`src/rtl/lsu_mem_master_if.sv`:
```
// Core-side request/response and word-addressed memory port of the load/store initiator.
// The master modport is the initiator's own view; slave is the core/memory side.
interface lsu_mem_master_if #(
   parameter int ADDR_W = 30
);
   logic              req_valid;
   logic              req_ready;
   logic              req_store;
   logic [2:0]        req_funct3;
   logic [31:0]       req_addr;
   logic [31:0]       req_wdata;
   logic              rsp_valid;
   logic [31:0]       rsp_rdata;
   logic              rsp_error;
   logic [ADDR_W-1:0] mem_address;
   logic [3:0]        mem_byteena;
   logic [31:0]       mem_data;
   logic              mem_wren;
   logic [31:0]       mem_q;

   modport master (
      input  req_valid, req_store, req_funct3, req_addr, req_wdata, mem_q,
      output req_ready, rsp_valid, rsp_rdata, rsp_error,
             mem_address, mem_byteena, mem_data, mem_wren
   );

   modport slave (
      output req_valid, req_store, req_funct3, req_addr, req_wdata, mem_q,
      input  req_ready, rsp_valid, rsp_rdata, rsp_error,
             mem_address, mem_byteena, mem_data, mem_wren
   );
endinterface

```
`src/rtl/lsu_mem_master.sv`:
```
// RV32 load/store initiator: byte address to word accesses, splitting word-straddling
// accesses in two, merging read words and sign/zero-extending the load result.
module lsu_mem_master #(
   parameter int ADDR_W = 30
) (
   input  logic              clock,
   input  logic              reset_n,
   lsu_mem_master_if.master  bus
);
   typedef enum logic [1:0] {S_IDLE, S_ACC0, S_ACC1, S_RESP} state_t;

   state_t            r_state, w_next;
   logic              r_store, r_err;
   logic [2:0]        r_f3;
   logic [31:0]       r_addr, r_wdata, r_lo, r_hi;

   logic              w_accept, w_illegal, w_split, w_sgn;
   logic [1:0]        w_off;
   logic [3:0]        w_wmask;
   logic [7:0]        w_lanes;
   logic [63:0]       w_wd64;
   logic [31:0]       w_r, w_ext;
   logic [ADDR_W-1:0] w_word0, w_word1;

   assign w_accept  = bus.req_valid && (r_state == S_IDLE);
   assign w_illegal = bus.req_store ? (bus.req_funct3 >= 3'b011)
                                    : (bus.req_funct3 == 3'b011 || bus.req_funct3[2:1] == 2'b11);

   // Geometry is decoded from the captured request, so mem_* never sees req_* combinationally.
   assign w_off = r_addr[1:0];
   always_comb begin
      w_wmask = 4'b1111;
      case (r_f3[1:0])
         2'b00:   w_wmask = 4'b0001;
         2'b01:   w_wmask = 4'b0011;
         default: w_wmask = 4'b1111;
      endcase
   end
   assign w_lanes = {4'b0000, w_wmask} << w_off;
   assign w_split = |w_lanes[7:4];
   assign w_wd64  = {32'b0, r_wdata} << {w_off, 3'b000};
   assign w_word0 = r_addr[ADDR_W+1:2];
   assign w_word1 = w_word0 + ADDR_W'(1);
   assign w_r     = 32'({r_hi, r_lo} >> {w_off, 3'b000});
   assign w_sgn   = ~r_f3[2];

   always_comb begin
      w_ext = w_r;
      case (r_f3[1:0])
         2'b00:   w_ext = {{24{w_sgn & w_r[7]}},  w_r[7:0]};
         2'b01:   w_ext = {{16{w_sgn & w_r[15]}}, w_r[15:0]};
         default: w_ext = w_r;
      endcase
   end

   always_ff @(posedge clock or negedge reset_n) begin
      if (!reset_n) r_state <= S_IDLE;
      else          r_state <= w_next;
   end

   always_comb begin
      w_next = r_state;
      case (r_state)
         S_IDLE: if (w_accept) w_next = w_illegal ? S_RESP : S_ACC0;
         S_ACC0: w_next = w_split ? S_ACC1 : S_RESP;
         S_ACC1: w_next = S_RESP;
         S_RESP: w_next = S_IDLE;
         default: w_next = S_IDLE;
      endcase
   end

   always_ff @(posedge clock or negedge reset_n) begin
      if (!reset_n) begin
         r_store <= 1'b0;
         r_err   <= 1'b0;
         r_f3    <= 3'b0;
         r_addr  <= 32'b0;
         r_wdata <= 32'b0;
         r_lo    <= 32'b0;
         r_hi    <= 32'b0;
      end else begin
         if (w_accept) begin
            r_store <= bus.req_store;
            r_err   <= w_illegal;
            r_f3    <= bus.req_funct3;
            r_addr  <= bus.req_addr;
            r_wdata <= bus.req_wdata;
            r_hi    <= 32'b0;
         end
         if (r_state == S_ACC0) r_lo <= bus.mem_q;
         if (r_state == S_ACC1) r_hi <= bus.mem_q;
      end
   end

   always_comb begin
      bus.req_ready   = 1'b0;
      bus.rsp_valid   = 1'b0;
      bus.rsp_rdata   = 32'b0;
      bus.rsp_error   = 1'b0;
      bus.mem_address = '0;
      bus.mem_byteena = 4'b0;
      bus.mem_data    = 32'b0;
      bus.mem_wren    = 1'b0;
      case (r_state)
         S_IDLE: bus.req_ready = 1'b1;
         S_ACC0: begin
            bus.mem_address = w_word0;
            bus.mem_byteena = w_lanes[3:0];
            bus.mem_data    = w_wd64[31:0];
            bus.mem_wren    = r_store;
         end
         S_ACC1: begin
            bus.mem_address = w_word1;
            bus.mem_byteena = w_lanes[7:4];
            bus.mem_data    = w_wd64[63:32];
            bus.mem_wren    = r_store;
         end
         S_RESP: begin
            bus.rsp_valid = 1'b1;
            bus.rsp_error = r_err;
            bus.rsp_rdata = (r_store || r_err) ? 32'b0 : w_ext;
         end
         default: ;
      endcase
   end
endmodule

```
`src/flat_wrapper.sv`:
```
// flat-port wrapper written by rule: the top's interface ports become plain ports
module lsu_mem_master_flat 
#(
   parameter int ADDR_W = 30
)
  (clock, reset_n, bus_req_valid, bus_req_store, bus_req_funct3, bus_req_addr, bus_req_wdata, bus_mem_q, bus_req_ready, bus_rsp_valid, bus_rsp_rdata, bus_rsp_error, bus_mem_address, bus_mem_byteena, bus_mem_data, bus_mem_wren);
  lsu_mem_master_if #(.ADDR_W(ADDR_W)) bus_i ();
  input  logic clock;
  input  logic reset_n;
  input wire logic [$bits(bus_i.req_valid)-1:0] bus_req_valid;
  input wire logic [$bits(bus_i.req_store)-1:0] bus_req_store;
  input wire logic [$bits(bus_i.req_funct3)-1:0] bus_req_funct3;
  input wire logic [$bits(bus_i.req_addr)-1:0] bus_req_addr;
  input wire logic [$bits(bus_i.req_wdata)-1:0] bus_req_wdata;
  input wire logic [$bits(bus_i.mem_q)-1:0] bus_mem_q;
  output wire logic [$bits(bus_i.req_ready)-1:0] bus_req_ready;
  output wire logic [$bits(bus_i.rsp_valid)-1:0] bus_rsp_valid;
  output wire logic [$bits(bus_i.rsp_rdata)-1:0] bus_rsp_rdata;
  output wire logic [$bits(bus_i.rsp_error)-1:0] bus_rsp_error;
  output wire logic [$bits(bus_i.mem_address)-1:0] bus_mem_address;
  output wire logic [$bits(bus_i.mem_byteena)-1:0] bus_mem_byteena;
  output wire logic [$bits(bus_i.mem_data)-1:0] bus_mem_data;
  output wire logic [$bits(bus_i.mem_wren)-1:0] bus_mem_wren;
  assign bus_i.req_valid = bus_req_valid;
  assign bus_i.req_store = bus_req_store;
  assign bus_i.req_funct3 = bus_req_funct3;
  assign bus_i.req_addr = bus_req_addr;
  assign bus_i.req_wdata = bus_req_wdata;
  assign bus_i.mem_q = bus_mem_q;
  assign bus_req_ready = bus_i.req_ready;
  assign bus_rsp_valid = bus_i.rsp_valid;
  assign bus_rsp_rdata = bus_i.rsp_rdata;
  assign bus_rsp_error = bus_i.rsp_error;
  assign bus_mem_address = bus_i.mem_address;
  assign bus_mem_byteena = bus_i.mem_byteena;
  assign bus_mem_data = bus_i.mem_data;
  assign bus_mem_wren = bus_i.mem_wren;
  lsu_mem_master #(.ADDR_W(ADDR_W)) u_core (.clock(clock), .reset_n(reset_n), .bus(bus_i));
endmodule
```
`config.mk`:
```
export PLATFORM = sky130hd
export DESIGN_NAME = lsu_mem_master_flat
export DESIGN_NICKNAME = d
export VERILOG_FILES = /design/src/rtl/lsu_mem_master_if.sv /design/src/rtl/lsu_mem_master.sv /design/src/flat_wrapper.sv
export SDC_FILE = /design/constraint.sdc
export NUM_CORES = 1
export LEC_CHECK = 0
export CORE_UTILIZATION = 60
export DETAILED_ROUTE_END_ITERATION = 6
export DONT_BUFFER_PORTS = 1
export GPL_ROUTABILITY_DRIVEN = 0
export PLACE_DENSITY = 0.76
export SYNTH_ARGS = -nofsm -noshare
export SYNTH_HDL_FRONTEND = slang
export SYNTH_SLANG_ARGS = --single-unit
```
`constraint.sdc`:
```
create_clock -name clock -period 4 [get_ports clock]
set_input_delay 0.6 -clock clock [delete_from_list [all_inputs] [get_ports clock]]
set_output_delay 0.6 -clock clock [all_outputs]
set_load 0.01 [all_outputs]
```
==> reports/metrics.cfg <==
[floorplanning]
fp.dieH_um = 116.9
rows = 41
core_area_um2 = 12720
dieArea_um2 = 13660
die_w_um = 116.9
io-pin-count = 205
start_util_pct = 62.25

[grt]
antenna_found_initial = 1
grtUsageTotal_pct = 32.97
grt_overflow = 0
grt_pass1_vias = 6235
grt_pass1_wl_mm = 33.68
grt_max_degree = 128

[timing]
finalHoldViolations = 0
worstMarginPinSlew_ns = 1.190
relSlewSlack_pct = 20.66
fin_crit_sh_pct = 90.91
grt_setup_unrepaired = false
clock.fmax_mhz = 275.0
setup_tns_ns = 0
slew_viol_final = 0
finClkSkew_ns = 0.004004
setup_viol = 0
period_needed_ns = 3.637
fin_ws_ns = 0.3635

[routing]
routed-wl-met3_mm = 2.204
ant_nets = 0
wirelength_mm = 21.90
wire_per_inst_um = 23.78
vias = 6378
via_per_inst = 6.925
drcViolationCount = 2
wl_met2_mm = 10.92
first_iter_violations = 751
dr.max_layer_used = met4
m1WireLength_mm = 8.327
dr.pass1.iters = 7

[setup_path]
startpoint_type = register
criticalPathCategory = register to output pin
end_kind = output pin
arrival_ns = 3.04
crit_fanout = 15
crit_required_ns = 3.40

[logic_synthesis]
synth_nets = 873
synth_area_per_cell_um2 = 10.35
async_flop_share_pct = 100.0
netlist.area_leader.share_pct = 40.13
ys_ff_latch = 127
synth_edf_count = 0
synthCells = 765
yosys_warnings = 0
synth_flop_cell = dfrtp_1
yosysTopAreaCell = dfrtp_1
ys_seq_area_share_pct = 40.13
yosysUniqueCellTypes = 52
yosysMostFrequentCell = dfrtp_1
syn_area_um2 = 7920
synthTopCellsByArea = dfrtp_1 (40%), mux2_2 (16%), mux4_2 (8.5%)
synth_common_cells = dfrtp_1 (127), nand2_1 (113), mux2_2 (111), o21ai_0 (57), clkbuf_1 (36)

[placed_design]
dp_hpwl_mm = 14.72
post-place-ws_ns = 0.8227
numPortBuffers = 0
dpl_cell_area_um2 = 7974

[clock_network]
cts.path.max_buffers = 2
cts_tree = built
cts.clk_slew.worst_paths_ns = 0.06
post_cts_buffers = 0
cts-root-buf = clkbuf_16
insertion_delay_ns = 0.42
htreeDepth = 4
numCtsBuffers = 17
clock_sinks = 127
cts-resized-gates = 0
cts_hold_buf = 1

[finish]
antenna_cells = 0
fin_util_pct = 68.16
nFillCells = 993
multi_input_comb_area_um2 = 4395
design_area_um2 = 8672
area_growth_syn_to_layout_pct = 9.495
drive_gt1_share_pct = 27.64
nNetsFinal = 844
register_area_um2 = 3183

[outcome]
violations = design-rule violations
status = finished with violations

[min_path]
hold_class = input pin to asynchronous set/reset pin

[power_and_ir_drop]
power.density_nw_per_um2 = 991.4
peakVddDrop_v = 0.0004582
p_leak_nw = 3.641
power_w = 0.008597

[job]
drv_cap = 0

## metrics by stage
step,hold WS (ns),cells
global placement,0.3076,888
finish,0.1437,921
floorplan,0.3044,765
global route,0.1647,921
CTS,0.1766,921
detailed placement,0.3073,888
## kinds of logic after synthesis
family	Yosys count	share of synthesized area [%]
AND/OR/NAND/NOR	216	13.03
AO/OA/AOI/OAI	167	13.76
multiplexers	164	27.43
flip-flops	127	40.13
buffers and inverters	83	4.534
adder cells (fa/ha/maj)	5	0.7899
XOR/XNOR	3	0.3318
## cells in the final DEF (no fill, tap or decap), drive strengths merged, types with 10 or more instances in the layout
master and n:
o22ai 10, clkbuf 21, and3 23, dfrtp 127, a21oi 22, inv 20, o21ai 67, and2 12
nand4 10, buf 15, mux2i 22, mux2 111, mux4 31, a31oi 15, nor2 18, nand2 113
## metal layers
| metal | vias up | global-route usage (%) |
|---|---|---|
| met5 | - | 0 |
| met3 | 50 | 10.61 |
| met1 | 3183 | 40.94 |
| met4 | 0 | 13.16 |
| li1 | 2780 | - |
| met2 | 365 | 53.69 |
## cell type report
cell class | instances | share of cell area [%]
clock buffer | 21 | 5.309
clock inverter | 11 | 2.424
inverter | 20 | 0.8657
multi-input combinational | 555 | 50.69
sequential | 127 | 36.70
tap | 172 | 2.482
timing repair buffer | 15 | 1.529
## registers in the layout (all words and copies together), names as in the netlist
name / cells
u_core.r_addr: 32
u_core.r_err: 1
u_core.r_f3: 3
u_core.r_hi: 24
u_core.r_lo: 32
u_core.r_state: 2
u_core.r_store: 1
u_core.r_wdata: 32
## worst max-delay path: stages (launching register included)
cell     delay [ns]
dfrtp_1        0.43
inv_1          0.10
ha_1           0.55
nand2_1        0.37
nor3_1         0.59
a41oi_1        0.19
a31oi_1        0.22
buf_4          0.16
## power breakdown
group	switching (W)	internal, W	total [W]
registers	0.000854	0.00194	0.00280
logic	0.00217	0.00188	0.00405
clock network	0.000556	0.00120	0.00175
## path summary, 6_finish.rpt
check                      slack, ns         startpoint                   to  cells after the start
setup / recovery                0.36  u_core.r_state[0]  bus_mem_address[28]                      7
hold / removal                  0.14            reset_n       u_core.r_lo[4]                      1
setup reg to reg                1.55  u_core.r_state[0]    u_core.r_state[0]                      6
hold reg to reg                 0.51     u_core.r_lo[3]       u_core.r_lo[3]                      1
max in group asynchronous       3.36            reset_n     u_core.r_addr[0]                      1
min in group clock              0.30      bus_mem_q[15]      u_core.r_hi[15]                      2
No activity file was read; power rests on OpenSTA's default activity.
